## src/rtl/ex_muldiv.sv

```systemverilog
// ex_muldiv: iterative RV32M multiply/divide unit for the EX stage.
// Runs one bit per clock on operand magnitudes, fixes signs in a final cycle,
// and pulses done with the result and destination register.
module ex_muldiv #(
  parameter int XLEN  = 32,
  parameter int CNT_W = 6
) (
  input  logic            clk,
  input  logic            reset,
  input  logic            start,
  input  logic            flush,
  input  logic [2:0]      op_ex,
  input  logic [XLEN-1:0] rs1Data_ex,
  input  logic [XLEN-1:0] rs2Data_ex,
  input  logic [4:0]      rdAddr_ex,
  output logic            busy,
  output logic            done,
  output logic [XLEN-1:0] result_md,
  output logic [4:0]      rdAddr_md
);

  typedef enum logic [1:0] {S_IDLE, S_CALC, S_FIX, S_DONE} state_t;

  localparam logic [XLEN-1:0] MIN_NEG = {1'b1, {(XLEN-1){1'b0}}};

  state_t            state_q, state_d;
  logic [CNT_W-1:0]  cnt_q;
  logic [2:0]        op_q;
  logic [4:0]        rd_q;
  logic [XLEN-1:0]   a_q;        // multiplicand or divisor magnitude
  logic [2*XLEN-1:0] acc_q;      // {hi, multiplier} or {remainder, quotient}
  logic              neg_q;      // negate the selected result in FIX
  logic              spec_q;     // special-case result already in acc_q low half
  logic [XLEN-1:0]   result_q;
  logic [4:0]        rdout_q;

  logic              accept;
  logic              sa, sb, neg_in, div_zero, div_ovf, spec_in;
  logic [XLEN-1:0]   mag1, mag2, spec_val;
  logic [XLEN:0]     mul_sum, div_rem, div_diff;
  logic [2*XLEN-1:0] acc_d, prod_s;
  logic [XLEN-1:0]   quot_s, rem_s, fix_res_d;

  // Accept decode: operand signedness, magnitudes and divide special cases.
  always_comb begin
    accept   = start && !flush && (state_q == S_IDLE || state_q == S_DONE);
    sa       = 1'b0;
    sb       = 1'b0;
    case (op_ex)
      3'b001, 3'b100, 3'b110: begin
        sa = rs1Data_ex[XLEN-1];
        sb = rs2Data_ex[XLEN-1];
      end
      3'b010:  sa = rs1Data_ex[XLEN-1];
      default: ;
    endcase
    mag1     = sa ? -rs1Data_ex : rs1Data_ex;
    mag2     = sb ? -rs2Data_ex : rs2Data_ex;
    // Remainder follows the dividend's sign; everything else the sign product.
    neg_in   = (op_ex[2] && op_ex[1]) ? sa : (sa ^ sb);
    div_zero = op_ex[2] && (rs2Data_ex == '0);
    div_ovf  = op_ex[2] && !op_ex[0] && (rs1Data_ex == MIN_NEG) && (rs2Data_ex == '1);
    spec_in  = div_zero || div_ovf;
    if (div_zero) spec_val = op_ex[1] ? rs1Data_ex : '1;
    else          spec_val = op_ex[1] ? '0 : MIN_NEG;
  end

  // One shift-add or restoring-divide step, and the FIX-cycle result select.
  always_comb begin
    mul_sum  = {1'b0, acc_q[2*XLEN-1:XLEN]} + {1'b0, (acc_q[0] ? a_q : '0)};
    div_rem  = acc_q[2*XLEN-1:XLEN-1];
    div_diff = div_rem - {1'b0, a_q};
    if (op_q[2]) begin
      if (!div_diff[XLEN]) acc_d = {div_diff[XLEN-1:0], acc_q[XLEN-2:0], 1'b1};
      else                 acc_d = {acc_q[2*XLEN-2:0], 1'b0};
    end else begin
      acc_d = {mul_sum, acc_q[XLEN-1:1]};
    end
    prod_s = neg_q ? -acc_q : acc_q;
    quot_s = neg_q ? -acc_q[XLEN-1:0] : acc_q[XLEN-1:0];
    rem_s  = neg_q ? -acc_q[2*XLEN-1:XLEN] : acc_q[2*XLEN-1:XLEN];
    if (spec_q)            fix_res_d = acc_q[XLEN-1:0];
    else if (op_q[2])      fix_res_d = op_q[1] ? rem_s : quot_s;
    else if (op_q == 3'b000) fix_res_d = prod_s[XLEN-1:0];
    else                   fix_res_d = prod_s[2*XLEN-1:XLEN];
  end

  // FSM state register.
  always_ff @(posedge clk or negedge reset) begin
    if (!reset) state_q <= S_IDLE;
    else        state_q <= state_d;
  end

  // FSM next state and status outputs; flush overrides everything.
  always_comb begin
    state_d = state_q;
    busy    = 1'b0;
    done    = 1'b0;
    case (state_q)
      S_IDLE, S_DONE: state_d = accept ? (spec_in ? S_FIX : S_CALC) : S_IDLE;
      S_CALC:         if (cnt_q == CNT_W'(XLEN-1)) state_d = S_FIX;
      S_FIX:          state_d = S_DONE;
      default:        state_d = S_IDLE;
    endcase
    if (flush) state_d = S_IDLE;
    busy = (state_q == S_CALC) || (state_q == S_FIX);
    done = (state_q == S_DONE);
  end

  // Datapath: latch on accept, iterate in CALC, load result in FIX.
  always_ff @(posedge clk or negedge reset) begin
    if (!reset) begin
      cnt_q    <= '0;
      op_q     <= '0;
      rd_q     <= '0;
      a_q      <= '0;
      acc_q    <= '0;
      neg_q    <= 1'b0;
      spec_q   <= 1'b0;
      result_q <= '0;
      rdout_q  <= '0;
    end else if (accept) begin
      cnt_q  <= '0;
      op_q   <= op_ex;
      rd_q   <= rdAddr_ex;
      a_q    <= op_ex[2] ? mag2 : mag1;
      acc_q  <= spec_in ? {{XLEN{1'b0}}, spec_val}
                        : {{XLEN{1'b0}}, (op_ex[2] ? mag1 : mag2)};
      neg_q  <= neg_in;
      spec_q <= spec_in;
    end else if (!flush) begin
      if (state_q == S_CALC) begin
        cnt_q <= cnt_q + 1'b1;
        acc_q <= acc_d;
      end
      if (state_q == S_FIX) begin
        result_q <= fix_res_d;
        rdout_q  <= rd_q;
      end
    end
  end

  assign result_md = result_q;
  assign rdAddr_md = rdout_q;

endmodule

```

## config.mk

```make
export PLATFORM = sky130hd
export DESIGN_NAME = ex_muldiv
export DESIGN_NICKNAME = d
export VERILOG_FILES = /design/src/rtl/ex_muldiv.sv
export SDC_FILE = /design/constraint.sdc
export NUM_CORES = 1
export LEC_CHECK = 0
export CAP_MARGIN = 10
export CORE_UTILIZATION = 25
export CTS_CLUSTER_DIAMETER = 100
export DETAILED_ROUTE_END_ITERATION = 6
export RECOVER_POWER = 50
export SLEW_MARGIN = 25
export SYNTH_ARGS = -nofsm -noshare
export SYNTH_HDL_FRONTEND = slang
export SYNTH_SLANG_ARGS = --single-unit
```

## constraint.sdc

```tcl
create_clock -name clk -period 6.5 [get_ports clk]
set_input_delay 1.3 -clock clk [delete_from_list [all_inputs] [get_ports clk]]
set_output_delay 1.3 -clock clk [all_outputs]
set_load 0.03 [all_outputs]
```

Yosys cells after proc, flatten, opt, wreduce, memory -nomap -nowiden
Index checks and enable logic that the tools add are counted.
{"block": "totals", "register_bits": 151, "latchBits": 0, "ram_bits": 0, "mem_bits_ro": 0, "mem_count": 0}
{"block": "classes", "n_addsub": 8, "mul": 0, "div": 0, "order_cmp": 0, "n_eq_ne": 12, "n_shift": 0, "muxes": 32, "n_bitwise": 3, "n_reduce_logical": 21}
{"op": "$mux W32", "n": 15}
{"op": "$mux W64", "n": 6}
{"op": "$neg A32 Y32", "n": 4}
{"op": "$eq A32 B32 Y1 const B", "n": 2}
{"op": "$neg A64 Y64", "n": 1}
{"op": "$add A32 B32 Y33", "n": 1}
{"op": "$sub A33 B32 Y33", "n": 1}
{"op": "$logic_not A32 Y1", "n": 1}
{"op": "$mux W6", "n": 3}
{"op": "$mux W2", "n": 4}
{"op": "$logic_and A1 B1 Y1", "n": 7}
{"op": "$add A6 B1 Y6 const B", "n": 1}
{"op": "$eq A3 B3 Y1 const B", "n": 2}
{"op": "$eq A6 B5 Y1 const B", "n": 1}
{"op": "$pmux W2 S3", "n": 1}
{"op": "$eq A2 B2 Y1 const B", "n": 2}
{"op": "$reduce_or A4 Y1", "n": 1}
{"op": "$eq A3 B1 Y1 const B", "n": 1}
{"op": "$eq A3 B2 Y1 const B", "n": 1}
{"op": "$logic_not A3 Y1", "n": 1}
{"op": "$logic_or A1 B1 Y1", "n": 3}
{"op": "$mux W1", "n": 3}
{"op": "$ne A3 B3 Y1 const B", "n": 1}
{"op": "$reduce_and A3 Y1", "n": 1}
{"op": "10 further kinds", "n": 12}

Logic depth before layout (Yosys ltp)
Gate-level depths: netlist of the first run.
{"block": "depth", "ltp_word": 9, "ltp_mapped": 16, "mapped_depth_nobuf": 14}

Worst setup path before layout of the first run
No wires, ideal clock.
{"block": "synth_path", "path_type": "input port to flip-flop", "start": "in rs2Data_ex[17]", "end": "reg acc_q[14]", "setup_time_ns": 0.121, "t_arrival_ns": 3.794, "setup_slack_ns": 2.585, "path_stages": 9, "cell_sequence": "or4_1 nor4_1 nand2b_1 nor4_1 nand4b_1 nand2b_1 buf_1 o22ai_1 a22o_1"}
{"block": "synth_via", "elab_chain_cells": 5, "word_cells_on_any_way": 8, "classes_between": "eq/ne (1); mux (3); reduce/logical (4)"}
{"item": "start: declaration", "line": "14", "source": "input logic [XLEN-1:0] rs2Data_ex,"}
{"item": "$logic_not A32 Y1 or $eq A32 B32 Y1 (tied branches)", "line": "61, 62"}
{"item": "$logic_and A1 B1 Y1 (on tied branches)", "line": "61, 62"}
{"item": "$mux W32 or $logic_or A1 B1 Y1 (tied branches)", "line": "64, 63"}
{"item": "$mux W32 (*)", "line": "127", "source": "acc_q <= spec_in ? {{XLEN{1'b0}}, spec_val}"}
{"item": "$mux W64 (*)", "line": "122", "source": "end else if (accept) begin"}
{"item": "end signal: assignment", "line": "127"}
{"item": "end: declaration", "line": "31", "source": "logic [2*XLEN-1:0] acc_q;"}
Mark *: on every way between the ends. The rest lies on a longest branch, timed or not.
A chain may end at the register's enable or synchronous reset.

Final worst setup path of the first run
{"block": "layout_path", "start": "in start", "end": "reg acc_q[1]"}
{"block": "layout_via", "elab_chain_cells": 4, "word_cells_on_any_way": 6, "classes_between": "eq/ne (1); mux (1); reduce/logical (4)"}
{"item": "start: declaration", "line": "10", "source": "input logic start,"}
{"item": "$logic_and A1 B1 Y1 (*) (2 in series)", "line": "46", "source": "accept = start && !flush && (state_q == S_IDLE || state_q == S_DONE);"}
{"item": "$ne A2 B1 Y1 (no source line) or $reduce_bool A2 Y1 (tied branches)"}
{"item": "$reduce_and A2 Y1 (no source line)"}
Marked as above.

==> impl_results.md, run 1 <==
- Final Instance Count excl. Fillers: 2886
- Synth area leader: dfrtp_1
- Die Y: 250.9 um
- Fin crit period: 5.380 ns
- Post-synth EDFFs: 0
- Root Driver: clkbuf_16
- Top FF cell, synth: dfrtp_1
- HP Class: flop to flop
- CP required: 6.85 ns
- Post-CTS Hold Buffers: 0
- I/O Buffers: around 110
- Fin. max-slew vios: 263
- Hold Worst Slack: ~0.46 ns
- Avg Cell Area, Syn: 7.441 um^2
- H-tree levels: 4
- Clk sinks: 151
- Initial antenna violation count: 0
- Post-Synth Adder-Cell Area: 0.06157
- Worst setup EP type: flop
- Synthesized area: 15480 um^2
- RSZ-0062 raised after global routing: no
- Top post-synthesis cells by area: dfrtp_1 (24%), o21ai_0 (7.1%), nand2_1 (6.3%), xor2_1 (6.0%), ha_1 (5.9%)
- Setup violators final: 0
- Iter 0 DRT Violations: 1857
- FFs w/ async S/R, synth: 1.000
- Finished Core Util: 0.2938
- Worst slew pin tran: between 3 and 4 ns
- Longest Clk Path Bufs: 2
- Placement Setup Slack: 1.107 ns
- CTS tree: yes
- WS Path Type: primary input to flop
- Nets: 2241
- Worst vdd ir: about 190 uV
- Die X: 250.9 um
- Slew margin rel.: -1.216
- Via count: 15830
- Post-synthesis xor/xnor area fraction: 0.1148
- Vias in the first global route: ~15000
- Worst-Skew Late Latency: ~0.47 ns
- Core Rows: 90
- Setup WS post-layout: approximately 1.1 ns
- CP Launch Type: primary input
- Vias/cell: 5.484
- Final instance area: 17860 um^2
- Mapped Cells: 2081
- Routed Antenna Nets: 0
- Full die area: 62940 um^2
- Hpwl dp: 44040 um
- Synth Area in Compound Gates: 0.2727
- Hold depth: 2
- Placed Area: 17280 um^2
- CTS buffer count: 17
- Worst path bufs/invs: 2
- Reg-to-Reg End: acc_q[59]$_DFFE_PN0P_
- Failing checks: max-capacitance violations, max-slew violations
- Worst EP arrival: approximately 5.7 ns
- Fin crit share: 0.8278
- Post-synth top cells: nand2_1 (258), o21ai_0 (219), nor2_1 (181)
- CTS clock-pin slew for the worst setup and hold paths: 0.07 ns
- Yosys top cell area share: 0.2440
- RePlAce Congestion: about 0.96
- Filler instances: 6610
- Post-route DRC: 0
- Worst Skew: 0.01775 ns
- Netlist cell types: 74
- Crit Reg-Reg Startpoint: acc_q[31]$_DFFE_PN0P_
- Largest family of logic cells by synthesized area: compound AO/OA/AOI/OAI gates
- Top-count cell post-synth: nand2_1
- Max-Cap Viols: 5
- Design Power: 5.161 mW
- Count of warnings emitted by yosys: 0
- Largest net degree at the start of global routing: 86
- DR WL/cell: 20.09 um
- Share of cells above drive strength 1: 0.04660
- CP cell instances: dlygate4sd3_1 > nand2_1 > or2_0 > clkbuf_1 > o21ai_0 > a22o_1
- # resized after CTS: 0
- Hold Path Origin: rd_q[4]$_DFFE_PN0P_
- Number of synthesized register bits: 151
- Fmax: between 0.15 and 0.2 GHz
- PwrDens: 288.9 nW/um^2
- FF-to-FF setup slack: 1.64 ns
- Slowest CP cell: clkbuf_1
- Core ar.: 60810 um^2
- First-pass GRT wire length: 89500 um
- GR Overflow Total: 0
- Simple-Gate Fraction of Synth Area: 0.2043
- Placed cells: 2853
- CP max FO: between 80 and 90
- Synthesis-to-finish area growth: 15.36%
- Final hold vios: 0
- CP peak stage delay: 2.38 ns
- Worst-case reg-to-reg path depth: 14
- Fin Setup TNS: 0 ns
- First-pass DRT Iterations: 6
- Initial Utilization: 0.2547
- Syn_nets: 2232
- Seq/Total Area, Yosys: 0.2440
- Family with the most delay on the worst path: buffers and inverters
- Mux contribution to synthesized area: 0.04719
- Hold path endpoint: rdAddr_md[4]$_DFFE_PN0P_
- Routed wire length: 57980 um
- Status: finished with violations
- Static leakage: 7.676 nW
- GRT Overall Usage: 0.1820
- Post-CTS Setup Bufs: 0
- Ports: about 120
[worst max path at each step]
stage | startpoint | endpoint | slack, ns | depth (start not counted)
after CTS | rs1Data_ex[5] | acc_q[18]$_DFFE_PN0P_ | 1.57 | 11
after global routing | start | acc_q[1]$_DFFE_PN0P_ | 0.67 | 6
after floorplan | rs2Data_ex[17] | acc_q[14]$_DFFE_PN0P_ | 2.59 | 9
after global placement | rs1Data_ex[5] | acc_q[20]$_DFFE_PN0P_ | 1.11 | 11
final | start | acc_q[1]$_DFFE_PN0P_ | 1.12 | 6
after detailed placement | rs1Data_ex[5] | acc_q[18]$_DFFE_PN0P_ | 1.11 | 11
[area by class of cell]
type	count	area, um^2	share of cell area
diodes	1	2.502	0.0001401
well taps	782	978.4	0.05477
clock inverters	14	161.4	0.009036
multi-input cells	1707	10880	0.6090
repair buffers	149	1381	0.07733
flip-flops and latches	151	3781	0.2117
inverters	64	240.2	0.01345
clock buffers	18	439.2	0.02458
[flip-flops by register name, summed over array words and instances (netlist names)]
signal / cells
neg_q: 1
cnt_q: 6
a_q: 32
acc_q: 64
rdAddr_md: 5
spec_q: 1
result_md: 32
state_q: 2
rd_q: 5
op_q: 3
[placed cells by master, fill, tap and decap left out, drive strengths merged, types with 27 or more instances in the layout]
cell type	n
buf	32
nor2	181
nand3	56
dfrtp	151
nand2	258
clkdlybuf4s50	106
inv	70
o21ai	220
nor3	29
xor2	106
xnor2	97
ha	73
a22o	27
o22ai	27
mux2i	67
a21o	36
a21oi	147
or3	30
[power by group]
part	switching, mW	internal, mW
Combinational	1.56	0.970
Sequential	0.383	1.18
Clock	0.483	0.586
Total	2.42	2.74
[routing by layer]
layer  wire length [um]  global-route usage  vias to the layer above
met4                828             0.03920                        0
met3               5464             0.04556                       58
met2              24560              0.2653                      688
met1              27130              0.2668                     7555
met5                  0                   0                        -
li1                   -                   -                     7525
[worst register-to-register path, stage by stage (launching register included)]
cell and delay [ns]:
dfrtp_1 0.72, inv_1 0.31, ha_1 0.30, fa_1 0.39, nand2b_1 0.20, a21oi_1 0.25, o41a_1 0.26, a31o_2 0.27
a21oi_1 0.18, o31ai_1 0.56, xor2_4 0.18, buf_4 0.33, nand2_1 0.29, nor3b_1 0.39, a221o_1 0.16
[cells by family (layout without fill, tap and decap cells)]
group	after synthesis	count (layout)
simple gates	688	688
compound gates	669	669
buf+inv	223	245
xor+xnor	203	203
flops	151	151
fa+ha+maj	75	75
mux	72	72
other cells	0	1
Note: power is estimated with default switching activity, not from simulation.
==> run 2, diff against run 1 <==
Clock period 6.5 ns to 4.49 ns, I/O delays scaled along.
==> run 2 against run 1 <==
- the run still ends with max-capacitance violations, max-slew violations left
- largest cell class unchanged
- flip-flop and latch count stayed put
- combinational power is 61% higher
- design area is 2.2% higher
- setup slack worse by 0.63 ns
- clock skew is 0.0010 ns higher
- sequential share of layout area is 0.46 points lower
- non-clock buffer count is 51 higher
- first-iteration DRC count is 12% lower
- utilization is 0.65 points higher
- sequential power is 29% higher
- critical path depth is 10 higher
==> impl_results.md, run 2 (synthesized netlist as in run 1, its figures left out) <==
- Ports: 115
- Hpwl dp: 45710 um
- WS Path Type: flop to flop
- Fmax: 0.2499 GHz
- Worst Skew: 0.01880 ns
- Largest net degree at the start of global routing: 98
- Initial antenna violation count: 1
- Fin Setup TNS: 0 ns
- Full die area: 62940 um^2
- H-tree levels: 4
- Core Rows: 90
- CTS buffer count: 17
- First-pass DRT Iterations: 6
- Worst path bufs/invs: 4
- Leading cell types in the layout, fill and taps excluded: nand2_1 (258), o21ai_0 (219), nor2_1 (180)
- Most common cell after layout, fill and taps aside: nand2_1
- Final instance area: 18260 um^2
- Worst vdd ir: 248.5 uV
- Slew margin rel.: -0.7654
- CP Launch Type: flop
- CTS clock-pin slew for the worst setup and hold paths: 0.07 ns
- Fin crit share: 0.8912
- Fin. max-slew vios: 190
- Footprint of the multi-input gates: 10880 um^2
- Routed wire length: between 50000 and 60000 um
- Static leakage: 7.915 nW
- Hold Worst Slack: ~0.47 ns
- DR WL/cell: 20.13 um
- Core ar.: just over 60000 um^2
- Die Y: 250.9 um
- # resized after CTS: 0
- Initial Utilization: 0.2547
- HP Class: flop to flop
- Register Area: 3781 um^2
- Setup violators final: 0
- Placed Area: 17710 um^2
- RSZ-0062 raised after global routing: no
- Fin crit period: around 4 ns
- Post-CTS Hold Buffers: 0
- Clk sinks: 151
- Longest Clk Path Bufs: 2
- Slowest CP cell: fa_1
- RePlAce Congestion: around 0.95
- Number of flip-flops under the largest register name: between 60 and 70
- Synthesis-to-finish area growth: 17.92%
- Iter 0 DRT Violations: 1640
- Via count: about 16000
- Family with the most delay on the worst path: compound AO/OA/AOI/OAI gates
- Max-Cap Viols: 4
- CP max FO: 17
- Filler instances: 6612
- GRT Overall Usage: 0.1867
- Root Driver: clkbuf_16
- PwrDens: 412.3 nW/um^2
- Final hold vios: 0
- Most flops, register: acc_q
- Nets: 2292
- CP peak stage delay: between 0.3 and 0.4 ns
- Failing checks: max-capacitance violations, max-slew violations
- Vias/cell: 5.466
- Routed Antenna Nets: 0
- Worst EP arrival: 4.38 ns
- Finished Core Util: 0.3003
- Worst setup EP type: flop
- Vias in the first global route: between 10000 and 15000
- Worst-Skew Late Latency: 0.46 ns
- First-pass GRT wire length: 91340 um
- Share of cells above drive strength 1: 0.07103
- CP cell instances: inv_1 > ha_1 > fa_1 > nand2b_1 > a21oi_1 > o41a_1 > a31o_2 > a21oi_1 > buf_4 > o31ai_1 > buf_4 > xor2_4 > buf_4 > nor2_1 > a211oi_1 > a221o_1
- CP most frequent cell: buf_4
- Post-route DRC: 0
- I/O Buffers: ~110
- CP required: roughly 4.9 ns
- Die X: 250.9 um
- Worst slew pin tran: 2.648 ns
- Post-CTS Setup Bufs: 0
- Status: finished with violations
- CTS tree: yes
- GR Overflow Total: 0
[run 2: changes by cell type in the layout (fill, tap and decap cells not counted), moves of 2 or more]
cell,change
dlygate4sd3_1,-3
bufinv_16,-2
nor4_2,+2
inv_6,-4
clkdlybuf4s50_1,+3
nor4_1,-2
clkinv_4,+4
clkbuf_1,-2
buf_4,+49
buf_12,+3
[run 2: worst min-delay path: stages, from the launching register on]
cell	delay (ns)
dfrtp_1	0.34
nand2_1	0.05
nand2_1	0.05
[run 2: final timing paths]
check	startpoint	endpoint	slack (ns)	cells past startpoint
setup / recovery	acc_q[31]$_DFFE_PN0P_	acc_q[33]$_DFFE_PN0P_	0.49	16
hold / removal	rd_q[0]$_DFFE_PN0P_	rdAddr_md[0]$_DFFE_PN0P_	0.47	2
setup reg to reg	acc_q[31]$_DFFE_PN0P_	acc_q[33]$_DFFE_PN0P_	0.49	16
hold reg to reg	rd_q[0]$_DFFE_PN0P_	rdAddr_md[0]$_DFFE_PN0P_	0.47	2
max in group asynchronous	reset	op_q[2]$_DFFE_PN0P_	1.49	1
min in group asynchronous	reset	result_md[28]$_DFFE_PN0P_	1.27	1
[run 2: metal layers]
metal / part of all wire / wire, um / global-route usage / up-vias
li1: - / - / - / 7608
met1: 0.47 / 28010 / 0.2726 / 7676
met2: 0.42 / 24550 / 0.2726 / 689
met3: 0.087 / 5157 / 0.04090 / 81
met4: 0.024 / 1415 / 0.05157 / 0
met5: 0 / 0 / 0 / -
[run 2: layout make-up]
class / instances / share of cell area
clock inverter: 13 / 0.006304
clock buffer: 19 / 0.02480
tap: 782 / 0.05358
inverter: 64 / 0.01316
sequential: 151 / 0.2071
multi-input combinational: 1707 / 0.5960
timing repair buffer: 200 / 0.09894
antenna: 1 / 0.0001370
[run 2: stage by stage]
stage / cells / total power, mW / setup WS (ns)
after global routing: 2937 / 7.973 / 0.2617
after global placement: 2904 / 6.023 / 0.3075
after detailed placement: 2904 / 6.033 / 0.2602
final: 2937 / 7.528 / 0.4887
after floorplan: 2081 / 4.514 / 0.7988
after CTS: 2936 / 7.473 / 0.4017
[run 2: power by group]
part	switching, mW	leakage, nW	total (mW)	internal [mW]
clock network	0.675	0.275	1.43	0.752
registers	0.303	1.92	2.02	1.72
logic	2.57	5.72	4.08	1.51
